**config.mk**
```make
export PLATFORM = sky130hd
export DESIGN_NAME = fighter_motion_flat
export DESIGN_NICKNAME = d
export VERILOG_FILES = /design/src/rtl/fighter_motion_if.sv /design/src/rtl/fighter_motion.sv /design/src/flat_wrapper.sv
export SDC_FILE = /design/constraint.sdc
export NUM_CORES = 1
export LEC_CHECK = 0
export ABC_AREA = 1
export BUFFER_PORTS_ARGS = -buffer_cell sky130_fd_sc_hd__buf_4
export CORE_MARGIN = 4
export CORE_UTILIZATION = 55
export DETAILED_ROUTE_END_ITERATION = 12
export PLACE_DENSITY_LB_ADDON = 0.2
export SYNTH_ARGS = -nofsm -noshare
export SYNTH_HDL_FRONTEND = slang
export SYNTH_SLANG_ARGS = --single-unit
```
**constraint.sdc**
```tcl
create_clock -name clk -period 16.2 [get_ports clk]
set_clock_uncertainty 0.2 [all_clocks]
set_input_delay 0.81 -clock clk [delete_from_list [all_inputs] [get_ports clk]]
set_output_delay 0.81 -clock clk [all_outputs]
set_load 0.005 [all_outputs]
```
**src/rtl/fighter_motion_if.sv**
```systemverilog
// Control/status bundle between the input decoder / attack FSM, fighter_motion and the sprite renderer.
interface fighter_motion_if #(
    parameter int POS_WIDTH = 10,
    parameter int KB_WIDTH  = 5,
    parameter int AJ_W      = 1
);
    logic                        frame_tick;
    logic                        move_enable;
    logic                        move_left;
    logic                        move_right;
    logic                        jump;
    logic                        knock_valid;
    logic signed [POS_WIDTH:0]   knock_dx;
    logic [KB_WIDTH-1:0]         knock_frames;
    logic [POS_WIDTH-1:0]        opponent_x;
    logic [POS_WIDTH-1:0]        pos_x;
    logic [POS_WIDTH-1:0]        pos_y;
    logic                        facing_right;
    logic [1:0]                  state;
    logic                        move_active;
    logic                        jump_active;
    logic [AJ_W-1:0]             air_jumps_left;

    modport master (
        output frame_tick, move_enable, move_left, move_right, jump,
               knock_valid, knock_dx, knock_frames, opponent_x,
        input  pos_x, pos_y, facing_right, state, move_active, jump_active,
               air_jumps_left
    );

    modport slave (
        input  frame_tick, move_enable, move_left, move_right, jump,
               knock_valid, knock_dx, knock_frames, opponent_x,
        output pos_x, pos_y, facing_right, state, move_active, jump_active,
               air_jumps_left
    );
endinterface

```
**src/rtl/fighter_motion.sv**
```systemverilog
// Per-player motion controller: walking, gravity jumps with air jumps, timed knockback,
// wall clamping and an opponent push-box. State advances only on enabled frame ticks.
module fighter_motion #(
    parameter int POS_WIDTH     = 10,
    parameter int GROUND_Y      = 300,
    parameter int SPAWN_X       = 100,
    parameter int MIN_X         = 40,
    parameter int MAX_X         = 600,
    parameter int WALK_SPEED    = 3,
    parameter int JUMP_VEL      = 8,
    parameter int GRAVITY_DIV   = 1,
    parameter int MAX_AIR_JUMPS = 1,
    parameter int PUSH_DIST     = 32,
    parameter int KB_WIDTH      = 5,
    parameter int PLAYER_ID     = 1
) (
    input logic             clk,
    input logic             reset,
    fighter_motion_if.slave bus
);
    localparam int AJ_W = (MAX_AIR_JUMPS > 0) ? $clog2(MAX_AIR_JUMPS + 1) : 1;
    localparam int XW   = POS_WIDTH + 2;
    localparam int GW   = (GRAVITY_DIV > 1) ? $clog2(GRAVITY_DIV) : 1;

    typedef enum logic [1:0] {GROUND = 2'd0, AIR = 2'd1, KNOCK = 2'd2} state_t;
    typedef logic signed [XW-1:0] sx_t;

    state_t                    st_q, st_n;
    logic [POS_WIDTH-1:0]      x_q, x_n, y_q, y_n;
    logic                      face_q, face_n;
    sx_t                       vel_q, vel_n, drift_q, drift_n;
    logic [GW-1:0]             gcnt_q, gcnt_n;
    logic [KB_WIDTH-1:0]       kcnt_q, kcnt_n;
    logic signed [POS_WIDTH:0] kdx_q, kdx_n;
    logic                      kstop_q, kstop_n;
    logic [AJ_W-1:0]           aj_q, aj_n;
    logic                      jprev_q, mact_q, mact_n;

    logic          upd, jrise, walk, vert, clamped, land, push_block, airborne;
    sx_t           lock, vel_use, x_delta, x_raw, x_cand, y_raw, vel_grav, opp_s, d_new, d_old;
    logic [GW-1:0] gcnt_use, gcnt_grav;

    function automatic sx_t absd(sx_t v);
        return v[XW-1] ? -v : v;
    endfunction

    always_comb begin
        upd      = bus.frame_tick && bus.move_enable;
        jrise    = bus.jump && !jprev_q;
        walk     = bus.move_left ^ bus.move_right;
        airborne = (st_q == AIR) || (y_q != POS_WIDTH'(GROUND_Y));
        if (bus.move_right && !bus.move_left)      lock = sx_t'(WALK_SPEED);
        else if (bus.move_left && !bus.move_right) lock = -sx_t'(WALK_SPEED);
        else                                       lock = '0;

        // Pick this tick's motion source, then run one shared X/Y datapath.
        vel_use  = vel_q;
        gcnt_use = gcnt_q;
        x_delta  = '0;
        vert     = 1'b0;
        case (st_q)
            GROUND: begin
                x_delta = lock;
                if (jrise) begin
                    vel_use  = sx_t'(JUMP_VEL);
                    gcnt_use = '0;
                    vert     = 1'b1;
                end
            end
            AIR: begin
                vert    = 1'b1;
                x_delta = drift_q;
                if (jrise && aj_q != '0) begin
                    vel_use  = sx_t'(JUMP_VEL);
                    gcnt_use = '0;
                    x_delta  = lock;
                end
            end
            default: begin
                vert    = (y_q != POS_WIDTH'(GROUND_Y));
                x_delta = kstop_q ? '0 : sx_t'(kdx_q);
            end
        endcase

        x_raw   = sx_t'({2'b00, x_q}) + x_delta;
        x_cand  = x_raw;
        clamped = 1'b0;
        if (x_raw < sx_t'(MIN_X)) begin
            x_cand  = sx_t'(MIN_X);
            clamped = 1'b1;
        end else if (x_raw > sx_t'(MAX_X)) begin
            x_cand  = sx_t'(MAX_X);
            clamped = 1'b1;
        end
        opp_s      = sx_t'({2'b00, bus.opponent_x});
        d_new      = absd(x_cand - opp_s);
        d_old      = absd(sx_t'({2'b00, x_q}) - opp_s);
        push_block = (d_new < sx_t'(PUSH_DIST)) && (d_new < d_old);

        y_raw = sx_t'({2'b00, y_q}) - vel_use;
        land  = vert && (y_raw >= sx_t'(GROUND_Y)) && (vel_use[XW-1] || vel_use == '0);
        if (gcnt_use == GW'(GRAVITY_DIV - 1)) begin
            gcnt_grav = '0;
            vel_grav  = (vel_use <= -sx_t'(JUMP_VEL)) ? vel_use : vel_use - sx_t'(1);
        end else begin
            gcnt_grav = gcnt_use + GW'(1);
            vel_grav  = vel_use;
        end

        st_n    = st_q;
        x_n     = x_q;
        y_n     = y_q;
        face_n  = face_q;
        vel_n   = vel_q;
        drift_n = drift_q;
        gcnt_n  = gcnt_q;
        kcnt_n  = kcnt_q;
        kdx_n   = kdx_q;
        kstop_n = kstop_q;
        aj_n    = aj_q;
        mact_n  = mact_q;

        if (upd) begin
            if (bus.knock_valid) begin
                st_n    = KNOCK;
                kcnt_n  = (bus.knock_frames == '0) ? KB_WIDTH'(1) : bus.knock_frames;
                kdx_n   = bus.knock_dx;
                kstop_n = 1'b0;
                if (airborne) begin
                    vel_n  = '0;
                    gcnt_n = '0;
                end
            end else begin
                if (st_q == GROUND && !jrise) begin
                    if (walk && !push_block) x_n = x_cand[POS_WIDTH-1:0];
                end else begin
                    x_n = x_cand[POS_WIDTH-1:0];
                    if (land) begin
                        y_n    = POS_WIDTH'(GROUND_Y);
                        vel_n  = '0;
                        gcnt_n = '0;
                    end else if (vert) begin
                        y_n    = y_raw[POS_WIDTH-1:0];
                        vel_n  = vel_grav;
                        gcnt_n = gcnt_grav;
                    end
                end
                case (st_q)
                    GROUND: begin
                        if (jrise) begin
                            st_n    = AIR;
                            drift_n = clamped ? '0 : lock;
                        end
                        if (x_n < bus.opponent_x)      face_n = 1'b1;
                        else if (x_n > bus.opponent_x) face_n = 1'b0;
                    end
                    AIR: begin
                        if (jrise && aj_q != '0) begin
                            aj_n    = aj_q - AJ_W'(1);
                            drift_n = lock;
                        end
                        if (clamped) drift_n = '0;
                        if (land) begin
                            st_n    = GROUND;
                            aj_n    = AJ_W'(MAX_AIR_JUMPS);
                            drift_n = '0;
                        end
                    end
                    default: begin
                        if (clamped) kstop_n = 1'b1;
                        kcnt_n = kcnt_q - KB_WIDTH'(1);
                        if (kcnt_q == KB_WIDTH'(1)) begin
                            drift_n = '0;
                            if (y_n == POS_WIDTH'(GROUND_Y)) begin
                                st_n = GROUND;
                                aj_n = AJ_W'(MAX_AIR_JUMPS);
                            end else begin
                                st_n = AIR;
                                aj_n = '0;
                            end
                        end
                    end
                endcase
            end
            mact_n = (x_n != x_q) || (y_n != y_q);
        end
    end

    always_ff @(posedge clk or posedge reset) begin
        if (reset) begin
            st_q    <= GROUND;
            x_q     <= POS_WIDTH'(SPAWN_X);
            y_q     <= POS_WIDTH'(GROUND_Y);
            face_q  <= (PLAYER_ID == 1);
            vel_q   <= '0;
            drift_q <= '0;
            gcnt_q  <= '0;
            kcnt_q  <= '0;
            kdx_q   <= '0;
            kstop_q <= 1'b0;
            aj_q    <= AJ_W'(MAX_AIR_JUMPS);
            jprev_q <= 1'b0;
            mact_q  <= 1'b0;
        end else begin
            st_q    <= st_n;
            x_q     <= x_n;
            y_q     <= y_n;
            face_q  <= face_n;
            vel_q   <= vel_n;
            drift_q <= drift_n;
            gcnt_q  <= gcnt_n;
            kcnt_q  <= kcnt_n;
            kdx_q   <= kdx_n;
            kstop_q <= kstop_n;
            aj_q    <= aj_n;
            mact_q  <= mact_n;
            if (upd) jprev_q <= bus.jump;
        end
    end

    assign bus.pos_x          = x_q;
    assign bus.pos_y          = y_q;
    assign bus.facing_right   = face_q;
    assign bus.state          = st_q;
    assign bus.move_active    = mact_q;
    assign bus.jump_active    = (st_q != GROUND) || (y_q != POS_WIDTH'(GROUND_Y));
    assign bus.air_jumps_left = aj_q;
endmodule

```
**src/flat_wrapper.sv**
```systemverilog
// flat-port wrapper written by rule: the top's interface ports become plain ports
module fighter_motion_flat 
#(
    parameter int POS_WIDTH     = 10,
    parameter int GROUND_Y      = 300,
    parameter int SPAWN_X       = 100,
    parameter int MIN_X         = 40,
    parameter int MAX_X         = 600,
    parameter int WALK_SPEED    = 3,
    parameter int JUMP_VEL      = 8,
    parameter int GRAVITY_DIV   = 1,
    parameter int MAX_AIR_JUMPS = 1,
    parameter int PUSH_DIST     = 32,
    parameter int KB_WIDTH      = 5,
    parameter int PLAYER_ID     = 1
)
  (clk, reset, bus_frame_tick, bus_move_enable, bus_move_left, bus_move_right, bus_jump, bus_knock_valid, bus_knock_dx, bus_knock_frames, bus_opponent_x, bus_pos_x, bus_pos_y, bus_facing_right, bus_state, bus_move_active, bus_jump_active, bus_air_jumps_left);
  fighter_motion_if #(.POS_WIDTH(POS_WIDTH), .KB_WIDTH(KB_WIDTH), .AJ_W(1)) bus_i ();
  input logic clk;
  input logic reset;
  input wire logic [$bits(bus_i.frame_tick)-1:0] bus_frame_tick;
  input wire logic [$bits(bus_i.move_enable)-1:0] bus_move_enable;
  input wire logic [$bits(bus_i.move_left)-1:0] bus_move_left;
  input wire logic [$bits(bus_i.move_right)-1:0] bus_move_right;
  input wire logic [$bits(bus_i.jump)-1:0] bus_jump;
  input wire logic [$bits(bus_i.knock_valid)-1:0] bus_knock_valid;
  input wire logic [$bits(bus_i.knock_dx)-1:0] bus_knock_dx;
  input wire logic [$bits(bus_i.knock_frames)-1:0] bus_knock_frames;
  input wire logic [$bits(bus_i.opponent_x)-1:0] bus_opponent_x;
  output wire logic [$bits(bus_i.pos_x)-1:0] bus_pos_x;
  output wire logic [$bits(bus_i.pos_y)-1:0] bus_pos_y;
  output wire logic [$bits(bus_i.facing_right)-1:0] bus_facing_right;
  output wire logic [$bits(bus_i.state)-1:0] bus_state;
  output wire logic [$bits(bus_i.move_active)-1:0] bus_move_active;
  output wire logic [$bits(bus_i.jump_active)-1:0] bus_jump_active;
  output wire logic [$bits(bus_i.air_jumps_left)-1:0] bus_air_jumps_left;
  assign bus_i.frame_tick = bus_frame_tick;
  assign bus_i.move_enable = bus_move_enable;
  assign bus_i.move_left = bus_move_left;
  assign bus_i.move_right = bus_move_right;
  assign bus_i.jump = bus_jump;
  assign bus_i.knock_valid = bus_knock_valid;
  assign bus_i.knock_dx = bus_knock_dx;
  assign bus_i.knock_frames = bus_knock_frames;
  assign bus_i.opponent_x = bus_opponent_x;
  assign bus_pos_x = bus_i.pos_x;
  assign bus_pos_y = bus_i.pos_y;
  assign bus_facing_right = bus_i.facing_right;
  assign bus_state = bus_i.state;
  assign bus_move_active = bus_i.move_active;
  assign bus_jump_active = bus_i.jump_active;
  assign bus_air_jumps_left = bus_i.air_jumps_left;
  fighter_motion #(.POS_WIDTH(POS_WIDTH), .GROUND_Y(GROUND_Y), .SPAWN_X(SPAWN_X), .MIN_X(MIN_X), .MAX_X(MAX_X), .WALK_SPEED(WALK_SPEED), .JUMP_VEL(JUMP_VEL), .GRAVITY_DIV(GRAVITY_DIV), .MAX_AIR_JUMPS(MAX_AIR_JUMPS), .PUSH_DIST(PUSH_DIST), .KB_WIDTH(KB_WIDTH), .PLAYER_ID(PLAYER_ID)) u_core (.clk(clk), .reset(reset), .bus(bus_i));
endmodule
```
==> impl_summary.log, run 1 <==
[metrics] Clock Root Buffer: sky130_fd_sc_hd__clkbuf_16
[metrics] maximum net fanout on the critical path: 39
[metrics] mean routed wirelength per cell: ~15 um
[metrics] half-perimeter wire length after detailed placement: 15.7 mm
[metrics] area share of xor/xnor cells in the synthesized design: between 5 and 6%
[metrics] most common cell after layout, fill and taps aside: sky130_fd_sc_hd__nand2_1
[metrics] mux contribution to synthesized area: less than 1%
[metrics] Max H-tree Level: 3
[metrics] largest family of logic cells by synthesized area: simple AND/OR/NAND/NOR gates
[metrics] Syn-to-layout area delta: 11.4%
[metrics] most frequent cell on the critical path: sky130_fd_sc_hd__nand2_1
[metrics] cell row count: 42
[metrics] vias per inst: 5.46
[metrics] cell type of the slowest stage on the worst timing path: sky130_fd_sc_hd__fa_1
[metrics] wire length on met2: between 8 and 9 mm
[metrics] Horiz. Die Dim: 124 um
[metrics] die outline height: roughly 120 um
[metrics] number of library cell types mapped by synthesis: 54
[metrics] crit path kind: in2reg
[metrics] number of antenna repair diodes: 0
[metrics] delay of the slowest cell on the worst path: ~0.43 ns
[metrics] Met3 Routed Length: about 1.3 mm
[metrics] initial standard-cell utilization of the core: 56.0%
[metrics] Post-DRT Antenna Nets: 0
[metrics] number of search-and-repair iterations in the first detailed-routing pass: 6
[metrics] Total Routed Length: just under 20 mm
[metrics] setup repair after global routing missed its margin: no
[metrics] hold buffer count at cts: 0
[metrics] wire length of the first global-routing pass: 32.5 mm
[metrics] final layout net count: ~1,300
[metrics] Post-CTS Setup Inserts: 0
[metrics] number of sinks handled by clock tree synthesis: 67
[metrics] total grt overflow: 0
[metrics] total negative setup slack: 0 ns
[metrics] ys flop type: sky130_fd_sc_hd__dfrtp_1
[metrics] register area: roughly 1700 sq um
[metrics] area of the multi-input gates: around 4900 sq um
[metrics] top-level port count: 60
[metrics] count of mapped cells out of synthesis: between 1,000 and 1,500
[metrics] crit path capture type: flop
[metrics] transition time of the tightest slew-check pin: 0.982 ns
[metrics] proportion of layout cells with a drive suffix above 1: between 10 and 15%
[metrics] placed cell areas: ~8000 sq um
[metrics] run status: finished, final reports clean
[metrics] via count: between 7,000 and 8,000
[metrics] part of the Yosys area used for sequential elements: a little under a quarter
[metrics] share of synthesized registers carrying an async set or reset: 100%
[metrics] crit path launch type: primary input
[metrics] tightest slew margin relative to the limit: around 34%
[metrics] number of instances resized during post-cts repair: 0
[metrics] Final Max Tran Viols: 0
[metrics] highest-count cells in the layout ignoring fill and taps: sky130_fd_sc_hd__nand2_1, sky130_fd_sc_hd__inv_1, sky130_fd_sc_hd__nand3_1
[metrics] post-synthesis compound-gate area fraction: approximately 15%
[metrics] final period demand of the worst path: 8.81 ns
[metrics] Max Fclk: approximately 110 MHz
[metrics] routed metal-1 wire length: roughly 9 mm
[metrics] source-to-sink clock delay at the later pin of the worst-skew pair: ~0.35 ns
[metrics] number of buffers inserted during clock tree synthesis: 9
[metrics] Synth Area in Adders: 12.6%
[metrics] total standard cell area after synthesis: around 7400 sq um
[metrics] fin area: around 8300 sq um
[metrics] top-area cell type share of the netlist area: 19.6%
[metrics] placeable core area: around 13,000 sq um
[metrics] Setup-failing EPs final: 0
[metrics] vias in the first global route: approximately 7,000
[metrics] die area: around 15,000 sq um
[metrics] DRC: 0
[metrics] synthesized area per cell: around 6.5 sq um
[metrics] worst hold path type: reg2reg
[metrics] ratio of final minimum period to clock period: 54.4%
[metrics] final estimated routing congestion in global placement: 0.926
[metrics] DR iter-0 viols: 541
[metrics] count of flip-flops with a built-in enable after synthesis: 0
[metrics] clock tree from TritonCTS: done
[metrics] maximum buffer depth of the clock tree: 2
[metrics] GRT Resource Usage Total: between 20% and 30%
[metrics] maximum number of pins on one net before global-route repair: slightly below 70
[metrics] simple-gate portion of the synthesized area: between 30% and 40%
[metrics] cell type contributing the most total cell area after synthesis: sky130_fd_sc_hd__dfrtp_1
[metrics] required arrival time at the worst endpoint: around 16 ns
[metrics] syn_nets: 1,242
[metrics] uppermost signal routing layer after detailed routing: met4
[metrics] count of port buffers added during placement: 59
[metrics] most area-consuming cells after synthesis: sky130_fd_sc_hd__dfrtp_1, sky130_fd_sc_hd__nand2_1, sky130_fd_sc_hd__ha_1
[metrics] number of failing hold endpoints at the final stage: 0
[metrics] number of max-cap violations: 0
[metrics] synthesis-stage register bit count: between 60 and 70
[metrics] arrival time of the worst setup path: 8.90 ns
[metrics] Yosys warnings: 0
[metrics] antenna violations before repair: 0
[metrics] Clock transition at path regs: around 0.060 ns
[metrics] number of fill cells: 1,290
## layout make-up
cell class | instances | area share [%]
well taps | 176 | 2.67
repair buffers | 62 | 5.64
clock inverters | 3 | 0.576
inverters | 178 | 8.15
multi-input cells | 869 | 59.4
flip-flops and latches | 67 | 20.4
clock buffers | 13 | 3.15
## routing by layer
metal	GRT usage (%)	vias up
li1	-	3820
met3	4.09	46
met1	37.2	3337
met4	9.10	0
met5	0	-
met2	41.8	267
## critical path: cells and delay by family
family / cells / cell delay [ns]
XOR/XNOR: 3 / 0.65
adder cells (fa/ha/maj): 7 / 2.03
AND/OR/NAND/NOR: 26 / 2.61
AO/OA/AOI/OAI: 13 / 2.26
buffers and inverters: 7 / 0.54
## kinds of logic after synthesis
family	after synthesis
muxes	1
xor gates and xnor gates	43
other	2
adders and majority gates	72
AOI/OAI and AO/OA	187
and+or+nand+nor	564
buffers and inverters	200
DFF	67
## path summary, 6_finish.rpt
kind,start,end,slack (ns),cells past startpoint
worst max-delay path,bus_move_right,u_core.bus.facing_right,7.39,56
worst min-delay path,u_core.drift_q[7],u_core.drift_q[7],0.27,2
worst max register to register,u_core.bus.state[1],u_core.bus.facing_right,7.39,53
worst min register to register,u_core.drift_q[7],u_core.drift_q[7],0.27,2
max in group asynchronous,reset,u_core.bus.pos_x[1],14.72,3
min in group asynchronous,reset,u_core.vel_q[6],0.53,3
## registers in the layout, indices dropped and copies added, names as in the netlist
name / count
u_core.bus.state: 2
u_core.bus.air_jumps_left: 1
u_core.bus.move_active: 1
u_core.bus.pos_y: 10
u_core.drift_q: 12
u_core.jprev_q: 1
u_core.vel_q: 12
u_core.kstop_q: 1
u_core.bus.pos_x: 10
u_core.kdx_q: 11
u_core.kcnt_q: 5
u_core.bus.facing_right: 1
## through the flow
stage	utilization (%)	hold slack [ns]	cells	setup WS [ns]
2_1_floorplan	-	0.242	1136	8.20
3_3_place_gp	60.0	0.255	1352	7.38
3_5_place_dp	60.0	0.261	1352	7.15
4_1_cts	62.4	0.276	1368	7.49
5_1_grt	62.4	0.302	1368	6.47
6_report	62.4	0.270	1368	7.39
## synth_stat cells (all sizes together) (12+ instances only)
library cell    n
xor2           27
nand3b         12
a21oi          69
inv           177
nand3          88
xnor2          16
ha             68
o22ai          13
nand2         340
nor3           12
nand4          31
dfrtp          58
buf            12
nor2           78
o21ai          78
Power of run 1 is left out: the tool's default activity adds up to more than one toggle a clock period on the data nets, which glitch-free logic cannot reach.
==> run 2, diff against run 1 <==
ABC_AREA = 0   (was 1)
clock period = 7.8 ns   (was 16.2 ns; I/O delays follow)
==> run 2 against run 1 <==
Net effect: critical endpoint unchanged; die area is 1.5% lower; worst setup slack worse by 7.7 ns; non-clock buffer count is 134 higher; worst hold slack worse by 0.21 ns; synthesized cell count is 21% lower; critical path type is now reg2reg; the flow now finishes with violations (setup timing); design area is 14% higher; sequential share of layout area is 2.6 points lower; routed wire length is 10% higher; register-to-register slack worse by 7.7 ns.
==> impl_summary.log, run 2 <==
[metrics] run status: finished, violations left
[metrics] violations in the final reports: setup timing
[metrics] tightest slew margin relative to the limit: 31.3% (-3.0 points)
[metrics] Clock transition at path regs: 0.06 ns (about the same)
[metrics] most area-consuming cells after synthesis: sky130_fd_sc_hd__dfrtp_1, sky130_fd_sc_hd__ha_1, sky130_fd_sc_hd__nand2_1
[metrics] list of most frequent post-synthesis cells: sky130_fd_sc_hd__nand2_1, sky130_fd_sc_hd__nor2_1, sky130_fd_sc_hd__ha_1
[metrics] Horiz. Die Dim: 123 um (-0.74%)
[metrics] routed metal-1 wire length: 9.67 mm (+4.9%)
[metrics] number of antenna repair diodes: 0 (unchanged)
[metrics] flop2flop setup slack: -0.34 ns (-7.73 ns)
[metrics] highest-count cells in the layout ignoring fill and taps: sky130_fd_sc_hd__buf_4, sky130_fd_sc_hd__nand2_1, sky130_fd_sc_hd__nor2_1
[metrics] final period demand of the worst path: between 8 and 9 ns
[metrics] antenna violations before repair: 0 (unchanged)
[metrics] maximum net fanout on the critical path: 4 (-90%)
[metrics] Met3 Routed Length: 1.28 mm (+0.31%)
[metrics] vias in the first global route: 7,333 (+7.2%)
[metrics] placeable core area: 12,800 sq um (-3.2%)
[metrics] source-to-sink clock delay at the later pin of the worst-skew pair: 0.35 ns (about the same)
[metrics] die outline height: 123 um (-0.74%)
[metrics] cell type of the slowest stage on the worst timing path: sky130_fd_sc_hd__dfstp_2
[metrics] part of the Yosys area used for sequential elements: 23.1% (+0.36 points)
[metrics] hold buffer count at cts: 0 (unchanged)
[metrics] crit path capture type: flop
[metrics] number of library cell types mapped by synthesis: 95 (+76%)
[metrics] top-level port count: 60 (unchanged)
[metrics] worst hold path type: in2reg
[metrics] Yosys warnings: 0 (unchanged)
[metrics] total grt overflow: 0 (unchanged)
[metrics] cell row count: 41 (-2.4%)
[metrics] final estimated routing congestion in global placement: 0.963 (+4.0%)
[metrics] half-perimeter wire length after detailed placement: 17.0 mm (+8.1%)
[metrics] via count: 7,608 (+1.8%)
[metrics] count of flip-flops with a built-in enable after synthesis: 0 (unchanged)
[metrics] maximum number of pins on one net before global-route repair: 68 (unchanged)
[metrics] number of search-and-repair iterations in the first detailed-routing pass: 5 (-1)
[metrics] transition time of the tightest slew-check pin: 1.02 ns (+0.0357 ns)
[metrics] number of failing hold endpoints at the final stage: 0 (unchanged)
[metrics] Total Routed Length: 21.9 mm (+10%)
[metrics] Max H-tree Level: 3 (unchanged)
[metrics] register area: 1690 sq um (about the same)
[metrics] die area: 15,200 sq um (-1.5%)
[metrics] wire length of the first global-routing pass: 35.5 mm (+9.3%)
[metrics] Clock Root Buffer: sky130_fd_sc_hd__clkbuf_16
[metrics] placed cell areas: 8950 sq um (+13%)
[metrics] start point of the critical path: u_core.bus.air_jumps_left
[metrics] cell type contributing the most total cell area after synthesis: sky130_fd_sc_hd__dfrtp_1
[metrics] syn_nets: 999 (-20%)
[metrics] initial standard-cell utilization of the core: 56.9% (+0.92 points)
[metrics] wire length on met2: 10.4 mm (+16%)
[metrics] count of mapped cells out of synthesis: 893 (-21%)
[metrics] number of max-cap violations: 0 (unchanged)
[metrics] GRT Resource Usage Total: 29.4% (+2.8 points)
[metrics] origin of the worst min-delay path: bus_knock_dx[10]
[metrics] number of fill cells: 999 (-23%)
[metrics] Syn-to-layout area delta: 29.5%
[metrics] last element of the critical path: u_core.bus.facing_right
[metrics] fin area: 9450 sq um (+14%)
[metrics] crit path kind: reg2reg
[metrics] Post-DRT Antenna Nets: 0 (unchanged)
[metrics] vias per inst: 6.06 (+11%)
[metrics] DRC: 0 (unchanged)
[metrics] top-area cell type share of the netlist area: 19.9% (+0.31 points)
[metrics] post-route setup slack: -0.339 ns (-7.73 ns)
[metrics] FF-to-FF Start: u_core.bus.air_jumps_left
[metrics] Reg2Reg Depth: 41 (-23%)
[metrics] Setup-failing EPs final: 1 (+1)
[metrics] Final Max Tran Viols: 0 (unchanged)
[metrics] setup repair after global routing missed its margin: yes
[metrics] DR iter-0 viols: 721 (+33%)
[metrics] mean routed wirelength per cell: 17.4 um (+20%)
[metrics] count of port buffers added during placement: 59 (unchanged)
[metrics] delay of the slowest cell on the worst path: 0.54 ns (+0.11 ns)
[metrics] area of the multi-input gates: 5580 sq um (+14%)
[metrics] most common cell after layout, fill and taps aside: sky130_fd_sc_hd__buf_4
[metrics] ys flop type: sky130_fd_sc_hd__dfrtp_1
[metrics] uppermost signal routing layer after detailed routing: met4
[metrics] share of synthesized registers carrying an async set or reset: 100% (unchanged)
[metrics] Max Fclk: 123 MHz
[metrics] total standard cell area after synthesis: 7300 sq um (-1.6%)
[metrics] reg-to-reg endpoint: u_core.bus.facing_right
[metrics] required arrival time at the worst endpoint: 7.89 ns (-8.40 ns)
[metrics] proportion of layout cells with a drive suffix above 1: 29.7% (+19 points)
[metrics] synthesized area per cell: 8.17 sq um (+25%)
[metrics] clock tree from TritonCTS: done
[metrics] number of buffers inserted during clock tree synthesis: 9 (unchanged)
[metrics] number of sinks handled by clock tree synthesis: 67 (unchanged)
[metrics] arrival time of the worst setup path: 8.22 ns (-0.68 ns)
[metrics] ratio of final minimum period to clock period: 104%
[metrics] synthesis-stage register bit count: 67 (unchanged)
[metrics] dominant cell by count in the synthesized netlist: sky130_fd_sc_hd__nand2_1
[metrics] maximum buffer depth of the clock tree: 2 (unchanged)
[metrics] crit path launch type: flop
[metrics] Regs by FF count: u_core.drift_q: 12 flops, u_core.vel_q: 12 flops, u_core.kdx_q: 11 flops
[metrics] final layout net count: 1,185 (-8.4%)
## run 2: cell count changes after synthesis, moves of 10 or more
| cell | delta |
|---|---|
| sky130_fd_sc_hd__nand2_1 | -214 |
| sky130_fd_sc_hd__inv_1 | -122 |
| sky130_fd_sc_hd__nand3_1 | -69 |
| sky130_fd_sc_hd__nand4_1 | -22 |
| sky130_fd_sc_hd__a21oi_1 | -15 |
| sky130_fd_sc_hd__o21a_1 | +15 |
| sky130_fd_sc_hd__o21ai_1 | -15 |
| sky130_fd_sc_hd__nor3_1 | +14 |
| sky130_fd_sc_hd__xor2_1 | -14 |
| sky130_fd_sc_hd__mux2_2 | +11 |
| sky130_fd_sc_hd__nor2b_1 | +11 |
| sky130_fd_sc_hd__o31ai_1 | +11 |
| sky130_fd_sc_hd__xnor2_1 | +11 |
| sky130_fd_sc_hd__a21o_1 | +10 |
## run 2: what timing repair did
action | CTS | global route
endpoints found under the setup margin | 1 | 10
pin swaps | 24 | 9
gates resized for setup | 20 | 18
gates cloned | 0 | 0
buffers inserted | 6 | 4
## run 2: cells by family (layout without fill, tap and decap cells)
logic type                 Yosys count  in the layout  share of synthesized area [%]
adders and majority gates           73             73                           12.9
and+or+nand+nor                    319            319                           21.0
muxes                               36             36                           5.81
AOI/OAI and AO/OA                  282            282                           27.7
other                                2              2                          0.103
DFF                                 67             67                           23.1
buffers and inverters               71            262                           3.79
xor gates and xnor gates            43             43                           5.47
## run 2: area by class of cell
class | count | area share [%]
clock buffer | 12 | 2.61
clock inverter | 4 | 0.278
inverter | 50 | 1.99
multi-input combinational | 755 | 59.1
sequential | 67 | 17.9
tap | 172 | 2.28
timing repair buffer | 196 | 15.9
## run 2: worst max-delay path: cells and delay by family, from the launching register on
| kind | cells | cell delay (ns) |
|---|---|---|
| xor gates and xnor gates | 1 | 0.13 |
| adders and majority gates | 6 | 1.59 |
| AOI/OAI and AO/OA | 13 | 2.27 |
| muxes | 3 | 0.90 |
| DFF | 1 | 0.54 |
| and+or+nand+nor | 14 | 2.09 |
| buffers and inverters | 4 | 0.33 |
## run 2: routing by layer
| layer | vias to the layer above | track usage (%) |
|---|---|---|
| met3 | 54 | 4.80 |
| li1 | 3678 | - |
| met1 | 3600 | 39.4 |
| met4 | 0 | 10.4 |
| met5 | - | 0 |
| met2 | 276 | 47.9 |
## run 2: worst min-delay path by stage
stage                          to  cells after the start
2_1_floorplan  u_core.drift_q[10]                      2
3_3_place_gp   u_core.drift_q[10]                      2
3_5_place_dp   u_core.drift_q[10]                      2
4_1_cts          u_core.kdx_q[10]                      3
5_1_grt          u_core.kdx_q[10]                      3
6_report         u_core.kdx_q[10]                      3
## run 2: per-stage QoR
stage | worst slack, ns | hold WS (ns) | util (%) | std cells | TNS [ns]
floorplan | -0.411 | 0.238 | - | 893 | -0.411
global placement | -0.361 | 0.253 | 69.8 | 1230 | -0.361
detailed placement | -0.519 | 0.261 | 69.8 | 1230 | -0.519
CTS | -0.228 | 0.0586 | 72.9 | 1252 | -0.228
global route | -0.797 | 0.0678 | 73.7 | 1256 | -0.797
finish | -0.339 | 0.0643 | 73.7 | 1256 | -0.339
Power of run 2 is left out for the same reason.
==> run 3, diff against run 2 <==
RECOVER_POWER = 50   (was not set)
==> run 3 against run 2 <==
Net effect: worst hold slack lost 0.0033 ns; the run ends with capacitance limit, slew limit, setup timing left; design area decreased by 0.12%; highest routed layer unchanged; global-route usage unchanged.
==> impl_summary.log, run 3 (synthesis results as in run 2) <==
[metrics] run status: finished, violations left
[metrics] violations in the final reports: capacitance limit, slew limit, setup timing
[metrics] cell row count: 41 (unchanged)
[metrics] DR iter-0 viols: 589 (-18%)
[metrics] count of port buffers added during placement: 59 (unchanged)
[metrics] half-perimeter wire length after detailed placement: 17.0 mm (unchanged)
[metrics] cell type of the slowest stage on the worst timing path: sky130_fd_sc_hd__dfstp_2
[metrics] number of sinks handled by clock tree synthesis: 67 (unchanged)
[metrics] Max H-tree Level: 3 (unchanged)
[metrics] top-level port count: 60 (unchanged)
[metrics] worst hold path type: in2reg
[metrics] register area: 1690 sq um (unchanged)
[metrics] crit path launch type: flop
[metrics] transition time of the tightest slew-check pin: 3.64 ns (+2.63 ns)
[metrics] post-route setup slack: -0.341 ns (-0.00152 ns)
[metrics] number of search-and-repair iterations in the first detailed-routing pass: 5 (unchanged)
[metrics] source-to-sink clock delay at the later pin of the worst-skew pair: 0.35 ns (about the same)
[metrics] hold buffer count at cts: 0 (unchanged)
[metrics] clock tree from TritonCTS: done
[metrics] Buffers & Inverters on Critical Path: 4 (unchanged)
[metrics] GRT Resource Usage Total: 29.4% (unchanged)
[metrics] Horiz. Die Dim: 123 um (unchanged)
[metrics] required arrival time at the worst endpoint: 7.89 ns (about the same)
[metrics] vias in the first global route: 7,333 (unchanged)
[metrics] via count: 7,606 (-0.026%)
[metrics] crit path kind: reg2reg
[metrics] number of failing hold endpoints at the final stage: 0 (unchanged)
[metrics] vias per inst: 6.06 (about the same)
[metrics] highest-count cells in the layout ignoring fill and taps: sky130_fd_sc_hd__buf_4, sky130_fd_sc_hd__nand2_1, sky130_fd_sc_hd__nor2_1
[metrics] Setup-failing EPs final: 1 (unchanged)
[metrics] start point of the critical path: u_core.bus.air_jumps_left
[metrics] crit path capture type: flop
[metrics] mean routed wirelength per cell: 17.5 um (+0.36%)
[metrics] Post-DRT Antenna Nets: 0 (unchanged)
[metrics] number of buffers inserted during clock tree synthesis: 9 (unchanged)
[metrics] antenna violations before repair: 0 (unchanged)
[metrics] most common cell after layout, fill and taps aside: sky130_fd_sc_hd__buf_4
[metrics] initial standard-cell utilization of the core: 56.9% (unchanged)
[metrics] setup repair after global routing missed its margin: yes
[metrics] maximum buffer depth of the clock tree: 2 (unchanged)
[metrics] number of fill cells: 1,001 (+0.20%)
[metrics] Final Max Tran Viols: 68 (+68)
[metrics] proportion of layout cells with a drive suffix above 1: 29.3% (-0.37 points)
[metrics] Syn-to-layout area delta: 29.3%
[metrics] Clock transition at path regs: 0.06 ns (about the same)
[metrics] maximum number of pins on one net before global-route repair: 68 (unchanged)
[metrics] delay of the slowest cell on the worst path: 0.54 ns (about the same)
[metrics] number of max-cap violations: 1 (+1)
[metrics] number of antenna repair diodes: 0 (unchanged)
[metrics] Clock Root Buffer: sky130_fd_sc_hd__clkbuf_16
[metrics] area of the multi-input gates: 5580 sq um (unchanged)
[metrics] die area: 15,200 sq um (unchanged)
[metrics] FF-to-FF Start: u_core.bus.air_jumps_left
[metrics] placeable core area: 12,800 sq um (unchanged)
[metrics] final estimated routing congestion in global placement: 0.963 (unchanged)
[metrics] origin of the worst min-delay path: bus_knock_dx[10]
[metrics] Regs by FF count: u_core.drift_q: 12 flops, u_core.vel_q: 12 flops, u_core.kdx_q: 11 flops
[metrics] DRC: 0 (unchanged)
[metrics] arrival time of the worst setup path: 8.23 ns (about the same)
[metrics] wire length of the first global-routing pass: 35.5 mm (unchanged)
[metrics] Total Routed Length: 21.9 mm (+0.36%)
[metrics] smallest hold slack: 0.0610 ns (-0.00335 ns)
[metrics] tightest slew margin relative to the limit: -143% (-170 points)
[metrics] ratio of final minimum period to clock period: 104% (about the same)
[metrics] die outline height: 123 um (unchanged)
[metrics] final layout net count: 1,185 (unchanged)
[metrics] final period demand of the worst path: 8.14 ns (+0.00152 ns)
[metrics] Max Fclk: 123 MHz (about the same)
[metrics] cell family with most CP delay: compound AO/OA/AOI/OAI gates
[metrics] total grt overflow: 0 (unchanged)
[metrics] maximum net fanout on the critical path: 4 (unchanged)
run 3: final timing paths:
kind / end / slack [ns] / cells after the start
max: u_core.bus.facing_right / -0.34 / 41
max in group asynchronous: u_core.bus.state[0] / 3.82 / 3
max reg2reg: u_core.bus.facing_right / -0.34 / 41
min: u_core.kdx_q[10] / 0.06 / 3
min in group asynchronous: u_core.kcnt_q[4] / 1.28 / 3
min reg2reg: u_core.drift_q[2] / 0.27 / 2
run 3: final cells by class:
type / count / share of cell area (%)
Tap cell: 172 / 2.28
Sequential cell: 67 / 17.9
Clock buffer: 12 / 2.61
Multi-Input combinational cell: 755 / 59.2
Timing Repair Buffer: 196 / 15.8
Clock inverter: 4 / 0.278
Inverter: 50 / 1.99
run 3: per-stage QoR:
step | setup slack, ns | std cells | setup TNS, ns | utilization [%] | cell area, sq um
finish | -0.341 | 1256 | -0.341 | 73.6 | 9440
global route | -0.797 | 1256 | -0.797 | 73.6 | 9440
CTS | -0.228 | 1252 | -0.228 | 72.9 | 9350
detailed placement | -0.519 | 1230 | -0.519 | 69.8 | 8950
global placement | -0.361 | 1230 | -0.361 | 69.8 | 8950
floorplan | -0.411 | 893 | -0.411 | - | 7410
run 3: worst min-delay path, cell delays in order:
cell                      delay, ns
sky130_fd_sc_hd__buf_4         0.07
sky130_fd_sc_hd__nand2_1       0.04
sky130_fd_sc_hd__o21ai_0       0.07
run 3: timing repair:
action,CTS,global route
gates resized for setup,20,18
pin swaps,24,9
setup buffers,6,4
gates cloned,0,0
endpoints found under the hold margin,0,0
endpoints found under the setup margin,1,10
run 3: routing by layer:
| layer | GRT usage [%] | vias to the layer above | routed length (um) |
|---|---|---|---|
| li1 | - | 3685 | - |
| met4 | 10.4 | 0 | 590 |
| met1 | 39.4 | 3597 | 9820 |
| met5 | 0 | - | 0 |
| met2 | 47.9 | 268 | 10400 |
| met3 | 4.80 | 56 | 1130 |
Power of run 3 is left out for the same reason.
